### src/rtl/fir_coef_load_sequencer_if.sv
// Bus bundle for the FIR coefficient load sequencer: UART byte input,
// load/send buttons, FIFO flags, and the coefficient / FIFO control outputs.
interface fir_coef_load_sequencer_if #(
   parameter int N_COEF = 16,
   parameter int COEF_W = 12
);
   logic                       load_req_i;
   logic                       send_i;
   logic [7:0]                 rx_data_i;
   logic                       rx_valid_i;
   logic                       full_fifo_i;
   logic                       empty_i;
   logic [N_COEF*COEF_W-1:0]   coef_o;
   logic                       coef_valid_o;
   logic                       en_fir_o;
   logic                       wr_o;
   logic                       rd_o;
   logic                       led_full_o;
   logic                       busy_o;
   logic                       err_o;

   // Side that issues requests and bytes and watches the results
   modport master (
      output load_req_i, send_i, rx_data_i, rx_valid_i, full_fifo_i, empty_i,
      input  coef_o, coef_valid_o, en_fir_o, wr_o, rd_o, led_full_o, busy_o, err_o
   );

   // Side implemented by the sequencer itself
   modport slave (
      input  load_req_i, send_i, rx_data_i, rx_valid_i, full_fifo_i, empty_i,
      output coef_o, coef_valid_o, en_fir_o, wr_o, rd_o, led_full_o, busy_o, err_o
   );
endinterface

### src/rtl/fir_coef_load_sequencer.sv
// FIR coefficient load sequencer: assembles UART bytes (low byte first) into a
// shadow bank, commits the whole bank to the FIR in one edge, then runs the
// capture-into-FIFO / drain-to-PC cycle. Aborted loads never touch coef_o.
module fir_coef_load_sequencer #(
   parameter int N_COEF  = 16,
   parameter int COEF_W  = 12,
   parameter int TIMEOUT = 1_000_000
) (
   input logic                      clk_i,
   input logic                      rst_i,
   fir_coef_load_sequencer_if.slave bus
);

   localparam int         IW      = (N_COEF > 1) ? $clog2(N_COEF) : 1;
   localparam int         TW      = $clog2(TIMEOUT + 1);
   localparam logic [7:0] HI_MASK = 8'hFF << (COEF_W - 8);

   typedef enum logic [2:0] {
      IDLE,
      RX_LO,
      RX_HI,
      COMMIT,
      CAPTURE,
      FULL,
      DRAIN
   } state_t;

   state_t                   r_state;
   state_t                   w_nextState;
   logic [IW-1:0]            r_idx;
   logic [7:0]               r_lo;
   logic [TW-1:0]            r_timer;
   logic [COEF_W-1:0]        r_shadow [N_COEF];
   logic [N_COEF*COEF_W-1:0] r_coef;
   logic                     r_coefValid;
   logic                     r_enFir;
   logic                     r_busy;
   logic                     r_ledFull;
   logic                     r_err;

   logic                     w_startLoad;
   logic                     w_latchLo;
   logic                     w_writeShadow;
   logic                     w_advanceIdx;
   logic                     w_commit;
   logic                     w_abort;
   logic                     w_timeout;
   logic                     w_hiBad;
   logic                     w_lastIdx;
   logic                     w_rxState;
   logic [COEF_W-1:0]        w_coefWord;

   assign w_timeout  = (r_timer == TW'(TIMEOUT - 1));
   assign w_hiBad    = |(bus.rx_data_i & HI_MASK);
   assign w_coefWord = {bus.rx_data_i[COEF_W-9:0], r_lo};
   assign w_lastIdx  = (r_idx == IW'(N_COEF - 1));
   assign w_rxState  = (r_state == RX_LO) || (r_state == RX_HI);

   // State register; reset drops straight back to IDLE
   always_ff @(posedge clk_i or negedge rst_i) begin
      if (!rst_i) begin
         r_state <= IDLE;
      end else begin
         r_state <= w_nextState;
      end
   end

   // Next-state decode plus the one-cycle strobes that steer the datapath.
   // A byte strobe wins over a coincident timeout because it proves the link is alive.
   always_comb begin
      w_nextState   = r_state;
      w_startLoad   = 1'b0;
      w_latchLo     = 1'b0;
      w_writeShadow = 1'b0;
      w_advanceIdx  = 1'b0;
      w_commit      = 1'b0;
      w_abort       = 1'b0;
      case (r_state)
         IDLE: begin
            if (bus.load_req_i) begin
               w_startLoad = 1'b1;
               w_nextState = RX_LO;
            end
         end
         RX_LO: begin
            if (bus.rx_valid_i) begin
               w_latchLo   = 1'b1;
               w_nextState = RX_HI;
            end else if (w_timeout) begin
               w_abort     = 1'b1;
               w_nextState = IDLE;
            end
         end
         RX_HI: begin
            if (bus.rx_valid_i) begin
               if (w_hiBad) begin
                  w_abort     = 1'b1;
                  w_nextState = IDLE;
               end else begin
                  w_writeShadow = 1'b1;
                  if (w_lastIdx) begin
                     w_nextState = COMMIT;
                  end else begin
                     w_advanceIdx = 1'b1;
                     w_nextState  = RX_LO;
                  end
               end
            end else if (w_timeout) begin
               w_abort     = 1'b1;
               w_nextState = IDLE;
            end
         end
         COMMIT: begin
            w_commit    = 1'b1;
            w_nextState = CAPTURE;
         end
         CAPTURE: begin
            if (bus.load_req_i) begin
               w_startLoad = 1'b1;
               w_nextState = RX_LO;
            end else if (bus.full_fifo_i) begin
               w_nextState = FULL;
            end
         end
         FULL: begin
            if (bus.load_req_i) begin
               w_startLoad = 1'b1;
               w_nextState = RX_LO;
            end else if (bus.send_i) begin
               w_nextState = DRAIN;
            end
         end
         DRAIN: begin
            if (bus.load_req_i) begin
               w_startLoad = 1'b1;
               w_nextState = RX_LO;
            end else if (bus.empty_i) begin
               w_nextState = IDLE;
            end
         end
         default: begin
            w_nextState = IDLE;
         end
      endcase
   end

   // Byte assembly: coefficient index, pending low byte, inter-byte timer and shadow bank
   always_ff @(posedge clk_i or negedge rst_i) begin
      if (!rst_i) begin
         r_idx   <= '0;
         r_lo    <= '0;
         r_timer <= '0;
         for (int k = 0; k < N_COEF; k++) begin
            r_shadow[k] <= '0;
         end
      end else begin
         if (w_startLoad) begin
            r_idx <= '0;
         end else if (w_advanceIdx) begin
            r_idx <= r_idx + IW'(1);
         end
         if (w_latchLo) begin
            r_lo <= bus.rx_data_i;
         end
         if (w_writeShadow) begin
            r_shadow[r_idx] <= w_coefWord;
         end
         if (w_startLoad || bus.rx_valid_i) begin
            r_timer <= '0;
         end else if (w_rxState) begin
            r_timer <= r_timer + TW'(1);
         end
      end
   end

   // Atomic commit: the whole shadow bank lands on coef_o in a single edge
   always_ff @(posedge clk_i or negedge rst_i) begin
      if (!rst_i) begin
         r_coef      <= '0;
         r_coefValid <= 1'b0;
      end else if (w_commit) begin
         for (int k = 0; k < N_COEF; k++) begin
            r_coef[k*COEF_W +: COEF_W] <= r_shadow[k];
         end
         r_coefValid <= 1'b1;
      end
   end

   // Registered status outputs, decoded from the state being entered so they line up with it
   always_ff @(posedge clk_i or negedge rst_i) begin
      if (!rst_i) begin
         r_err     <= 1'b0;
         r_busy    <= 1'b0;
         r_ledFull <= 1'b0;
         r_enFir   <= 1'b0;
      end else begin
         if (w_abort) begin
            r_err <= 1'b1;
         end else if (w_startLoad) begin
            r_err <= 1'b0;
         end
         r_busy    <= (w_nextState == RX_LO) || (w_nextState == RX_HI);
         r_ledFull <= (w_nextState == FULL);
         r_enFir   <= (w_nextState == IDLE) ? r_coefValid
                    : ((w_nextState == CAPTURE) || (w_nextState == FULL) || (w_nextState == DRAIN));
      end
   end

   assign bus.coef_o       = r_coef;
   assign bus.coef_valid_o = r_coefValid;
   assign bus.en_fir_o     = r_enFir;
   assign bus.led_full_o   = r_ledFull;
   assign bus.busy_o       = r_busy;
   assign bus.err_o        = r_err;
   assign bus.wr_o         = (r_state == CAPTURE) & ~bus.full_fifo_i;
   assign bus.rd_o         = (r_state == DRAIN) & ~bus.empty_i;

endmodule

### src/flat_wrapper.sv
// flat-port wrapper written by rule: the top's interface ports become plain ports
module fir_coef_load_sequencer_flat 
#(
   parameter int N_COEF  = 16,
   parameter int COEF_W  = 12,
   parameter int TIMEOUT = 1_000_000
)
  (clk_i, rst_i, bus_load_req_i, bus_send_i, bus_rx_data_i, bus_rx_valid_i, bus_full_fifo_i, bus_empty_i, bus_coef_o, bus_coef_valid_o, bus_en_fir_o, bus_wr_o, bus_rd_o, bus_led_full_o, bus_busy_o, bus_err_o);
  fir_coef_load_sequencer_if #(.N_COEF(N_COEF), .COEF_W(COEF_W)) bus_i ();
  input logic clk_i;
  input logic rst_i;
  input wire logic [$bits(bus_i.load_req_i)-1:0] bus_load_req_i;
  input wire logic [$bits(bus_i.send_i)-1:0] bus_send_i;
  input wire logic [$bits(bus_i.rx_data_i)-1:0] bus_rx_data_i;
  input wire logic [$bits(bus_i.rx_valid_i)-1:0] bus_rx_valid_i;
  input wire logic [$bits(bus_i.full_fifo_i)-1:0] bus_full_fifo_i;
  input wire logic [$bits(bus_i.empty_i)-1:0] bus_empty_i;
  output wire logic [$bits(bus_i.coef_o)-1:0] bus_coef_o;
  output wire logic [$bits(bus_i.coef_valid_o)-1:0] bus_coef_valid_o;
  output wire logic [$bits(bus_i.en_fir_o)-1:0] bus_en_fir_o;
  output wire logic [$bits(bus_i.wr_o)-1:0] bus_wr_o;
  output wire logic [$bits(bus_i.rd_o)-1:0] bus_rd_o;
  output wire logic [$bits(bus_i.led_full_o)-1:0] bus_led_full_o;
  output wire logic [$bits(bus_i.busy_o)-1:0] bus_busy_o;
  output wire logic [$bits(bus_i.err_o)-1:0] bus_err_o;
  assign bus_i.load_req_i = bus_load_req_i;
  assign bus_i.send_i = bus_send_i;
  assign bus_i.rx_data_i = bus_rx_data_i;
  assign bus_i.rx_valid_i = bus_rx_valid_i;
  assign bus_i.full_fifo_i = bus_full_fifo_i;
  assign bus_i.empty_i = bus_empty_i;
  assign bus_coef_o = bus_i.coef_o;
  assign bus_coef_valid_o = bus_i.coef_valid_o;
  assign bus_en_fir_o = bus_i.en_fir_o;
  assign bus_wr_o = bus_i.wr_o;
  assign bus_rd_o = bus_i.rd_o;
  assign bus_led_full_o = bus_i.led_full_o;
  assign bus_busy_o = bus_i.busy_o;
  assign bus_err_o = bus_i.err_o;
  fir_coef_load_sequencer #(.N_COEF(N_COEF), .COEF_W(COEF_W), .TIMEOUT(TIMEOUT)) u_core (.clk_i(clk_i), .rst_i(rst_i), .bus(bus_i));
endmodule
### config.mk
export PLATFORM = sky130hd
export DESIGN_NAME = fir_coef_load_sequencer_flat
export DESIGN_NICKNAME = d
export VERILOG_FILES = /design/src/rtl/fir_coef_load_sequencer_if.sv /design/src/rtl/fir_coef_load_sequencer.sv /design/src/flat_wrapper.sv
export SDC_FILE = /design/constraint.sdc
export NUM_CORES = 1
export LEC_CHECK = 0
export CAP_MARGIN = 20
export CORE_MARGIN = 2
export CORE_UTILIZATION = 50
export CTS_BUF_LIST = sky130_fd_sc_hd__clkbuf_16
export CTS_CLUSTER_DIAMETER = 30
export DETAILED_ROUTE_END_ITERATION = 10
export PLACE_DENSITY = 0.76
export REMOVE_ABC_BUFFERS = 1
export SYNTH_ARGS = -nofsm -noshare
export SYNTH_HDL_FRONTEND = slang
export SYNTH_SLANG_ARGS = --single-unit
### constraint.sdc
create_clock -name clk_i -period 1.9 [get_ports clk_i]
set_input_delay 0.38 -clock clk_i [delete_from_list [all_inputs] [get_ports clk_i]]
set_output_delay 0.38 -clock clk_i [all_outputs]
set_load 0.02 [all_outputs]
==> results.txt <==
----------------------------------------------------
[Route]
  Total Wirelength ... 45990 µm
  Violation count after the first detailed-routing iteration ... 891
  DR vias ... 12380
  Antenna viol nets, final ... 0
  Detailed-routing iteration count for the pre-antenna-repair pass ... 5
  Routed WL per cell ... 19.96 µm
  Ratio of routed vias to standard cells ... 5.373
  Number of remaining DRC errors ... 0

[Timing]
  Final hold violation count ... 0
  Transition time at the pin with the least slew margin ... 1.194 ns
  Post-route clock period utilization ... 114.5%
  Clock Skew ... 0.03496 ns
  Worst max-slew margin expressed relative to the limit ... 20.42%
  Slew Viols, Final ... 0
  Fmax ... 459.7 MHz
  RSZ-0062 raised after global routing ... true
  Setup WS post-layout ... -0.2753 ns
  Number of setup violations in the final report ... 7
  Fin crit period ... 2.175 ns

[Logic synthesis]
  Multiplexer area fraction after synthesis ... 13.53%
  Post-synthesis cell count ... 1464
  Syn avg cell area ... 11.47 µm²
  Share of the synthesized netlist area taken by xor and xnor gates ... 0.6782%
  Number of synthesized flops with an enable pin ... 0
  Number of warning messages in the yosys log ... 0
  Main synth FF type ... dfrtp_1
  Synth Area in Compound Gates ... 1.953%
  Proportion of synthesized chip area in sequential cells ... 63.20%
  Count of unique library cells instantiated by Yosys ... 57
  Post-synthesis simple-gate area fraction ... 17.37%
  Synth area leader ... dfrtp_1
  Post-Synth Adder-Cell Area ... 0.3726%
  Cells taking the most area after synthesis ... dfrtp_1 (63%), mux2_2 (13%), nand2_1 (13%), clkbuf_1 (1.4%), nand3_4 (1.3%)
  Largest family of logic cells by synthesized area ... simple AND/OR/NAND/NOR gates
  Fraction of registers with async set/reset ... 100.0%
  Mapped cell area ... 16790 µm²
  Number of synthesized register bits ... 424
  Area share of the largest cell type after synthesis ... 63.20%

[GRT]
  Total overflow reported by the global router ... 0
  Initial antenna violation count ... 1
  Wire length of the first global-routing pass ... 69290 µm
  Number of global-route vias before repair ... 12850
  Total track usage ... 25.08%
  Largest net degree at the start of global routing ... 155

[CTS]
  Maximum root-to-sink buffer count ... 3
  Insertion delay to the later sink of the worst-skew pair ... 0.59 ns
  TritonCTS clock tree ... yes
  Inserted Clock Buffers ... 78
  Clock-pin transition on the worst setup and hold timing paths ... 0.05 ns
  H-tree level count ... 3
  Clock root cell ... clkbuf_16
  Number of sinks handled by clock tree synthesis ... 424

[Layout]
  Post-route standard cell area excluding fillers ... 23040 µm²
  Filler cells ... 2385
  Number of diodes ... 0
  Final core utilization ... 69.23%
  Area growth from synthesis to layout ... 37.23%
  Most common library cell in the layout ignoring fill and taps ... nand2_1
  Most used cells in the layout excluding fill and tap cells ... nand2_1 (590), dfrtp_1 (422), dlygate4sd2_1 (195), mux2_2 (193), clkbuf_16 (80)
  Nets ... 1813
  Share of cells above drive strength 1 ... 26.99%

[Run status]
  Violations in the final reports ... negative setup slack
  Result of the run ... complete, but fails checks

[Die]
  Area of the die ... 35060 µm²
  Standard cell core area ... 33280 µm²
  Boundary Pins ... 214
  Die Height ... 187.2 µm
  Core Rows ... 67
  Width of the chip ... 187.2 µm
  Effective utilization at floorplan ... 50.45%

[Placed design]
  Cell area reported after detailed placement ... 19910 µm²
  Post-detail-place hpwl ... 25140 µm
  Post-placement setup slack ... -0.8691 ns
  Buffers added on ports ... 213
  RePlAce Congestion ... 0.8452

[Hold path]
  Kind of path behind the tightest hold check ... input port to flip-flop

[Worst setup path]
  Setup Crit Path Kind ... flip-flop to flip-flop
  CP max FO ... 3
  CP Launch Type ... flip-flop
  Kind of capture point of the worst setup path ... flip-flop
  Arrival time of the worst setup path ... 2.66 ns
  Worst EP required ... 2.38 ns

[Flow run]
  Max-cap check violation count ... 0

[Pwr]
  Maximum vdd drop ... 1.344 mV
  Leakage power ... 12.80 nW
  Pwr per Cell Area ... 1222 nW/µm²

----------------------------------------------------
## through the flow
step                      setup TNS [ns]  instances  hold slack (ns)  total power (W)
after floorplan                 -1212.14       1382          0.08441          0.01144
after global placement           -144.16       2129           0.3089          0.01367
after detailed placement         -153.41       2129           0.3136          0.01375
after CTS                        -0.9821       2291           0.1752          0.02802
after global routing              -3.256       2304          0.05393          0.02912
final                             -1.027       2304          0.05620          0.02815
## worst max-delay path, stage by stage, from the launching register on
cell and delay, ns:
dfrtp_1 0.37, or4b_1 0.51, or4_4 0.57, a211oi_2 0.24
nand3_1 0.15, o31ai_2 0.24
## cell type report
type | count | area (µm²) | area share [%]
clock buffers | 78 | 1952 | 8.472
clock inverters | 65 | 774.5 | 3.362
inverters | 11 | 41.29 | 0.1792
multi-input cells | 961 | 6095 | 26.45
flip-flops and latches | 424 | 10610 | 46.06
well taps | 448 | 560.5 | 2.433
repair buffers | 317 | 3004 | 13.04
## report_power, final
group | internal (W) | switching (W)
Sequential | 0.00948 | 0.00101
Clock | 0.00936 | 0.00483
Combinational | 0.00129 | 0.00219
Total | 0.0201 | 0.00802
## routing by layer
metal | routed length, µm | part of all wire [%] | GRT usage (%)
met1 | 19690 | 43 | 33.51
met2 | 22380 | 49 | 41.29
met3 | 2782 | 6.0 | 5.028
met4 | 1146 | 2.5 | 8.455
met5 | 0 | 0 | 0
## kinds of logic (layout without fill, tap and decap cells)
logic type               Yosys count  after routing
AO/OA/AOI/OAI                     48             48
XOR/XNOR                          13             13
buffers and inverters             93            471
adder cells (fa/ha/maj)            5              5
flip-flops                       424            424
AND/OR/NAND/NOR                  679            693
multiplexers                     202            202
## synthesized netlist by cell type (6+ instances only)
cell and instances:
a211oi_1 6, a21oi_1 9, buf_6 15, clkbuf_1 63, dfrtp_1 424, inv_1 10, mux2_2 199, nand2_1 596
nand3_1 6, nand3_4 12, nor2_1 24, nor3_1 6, o21ai_0 9, xnor2_1 8
## path summary, 6_finish.rpt
| kind | from | end | slack [ns] | cells past startpoint |
|---|---|---|---|---|
| max | u_core.r_timer[8] | u_core.bus.en_fir_o | -0.28 | 5 |
| min | bus_rx_data_i[6] | u_core.r_lo[6] | 0.06 | 2 |
| max reg2reg | u_core.r_timer[8] | u_core.bus.en_fir_o | -0.28 | 5 |
| min reg2reg | u_core.r_shadow[78] | u_core.bus.coef_o[114] | 0.45 | 2 |
| max in group asynchronous | rst_i | u_core.bus.coef_o[47] | 0.83 | 4 |
| min in group asynchronous | rst_i | u_core.r_timer[5] | 0.30 | 2 |
## repair_timing
| item | 4_1_cts | 5_1_grt |
|---|---|---|
| hold buffers | 1 | 0 |
| setup endpoints to repair | 397 | 326 |
| setup buffers | 12 | 2 |
| cloned | 6 | 12 |
| gates resized for setup | 239 | 42 |
| hold endpoints to repair | 37 | 0 |
| pin swaps | 12 | 6 |
## state kept, by name, indices dropped and copies added (netlist names)
name                     cells
u_core.bus.coef_o          192
u_core.r_shadow            192
u_core.r_timer              20
u_core.r_lo                  8
u_core.r_idx                 4
u_core.r_state               3
u_core.bus.busy_o            1
u_core.bus.coef_valid_o      1
u_core.bus.en_fir_o          1
u_core.bus.err_o             1
u_core.bus.led_full_o        1
Power figures use the tool's default switching activity.
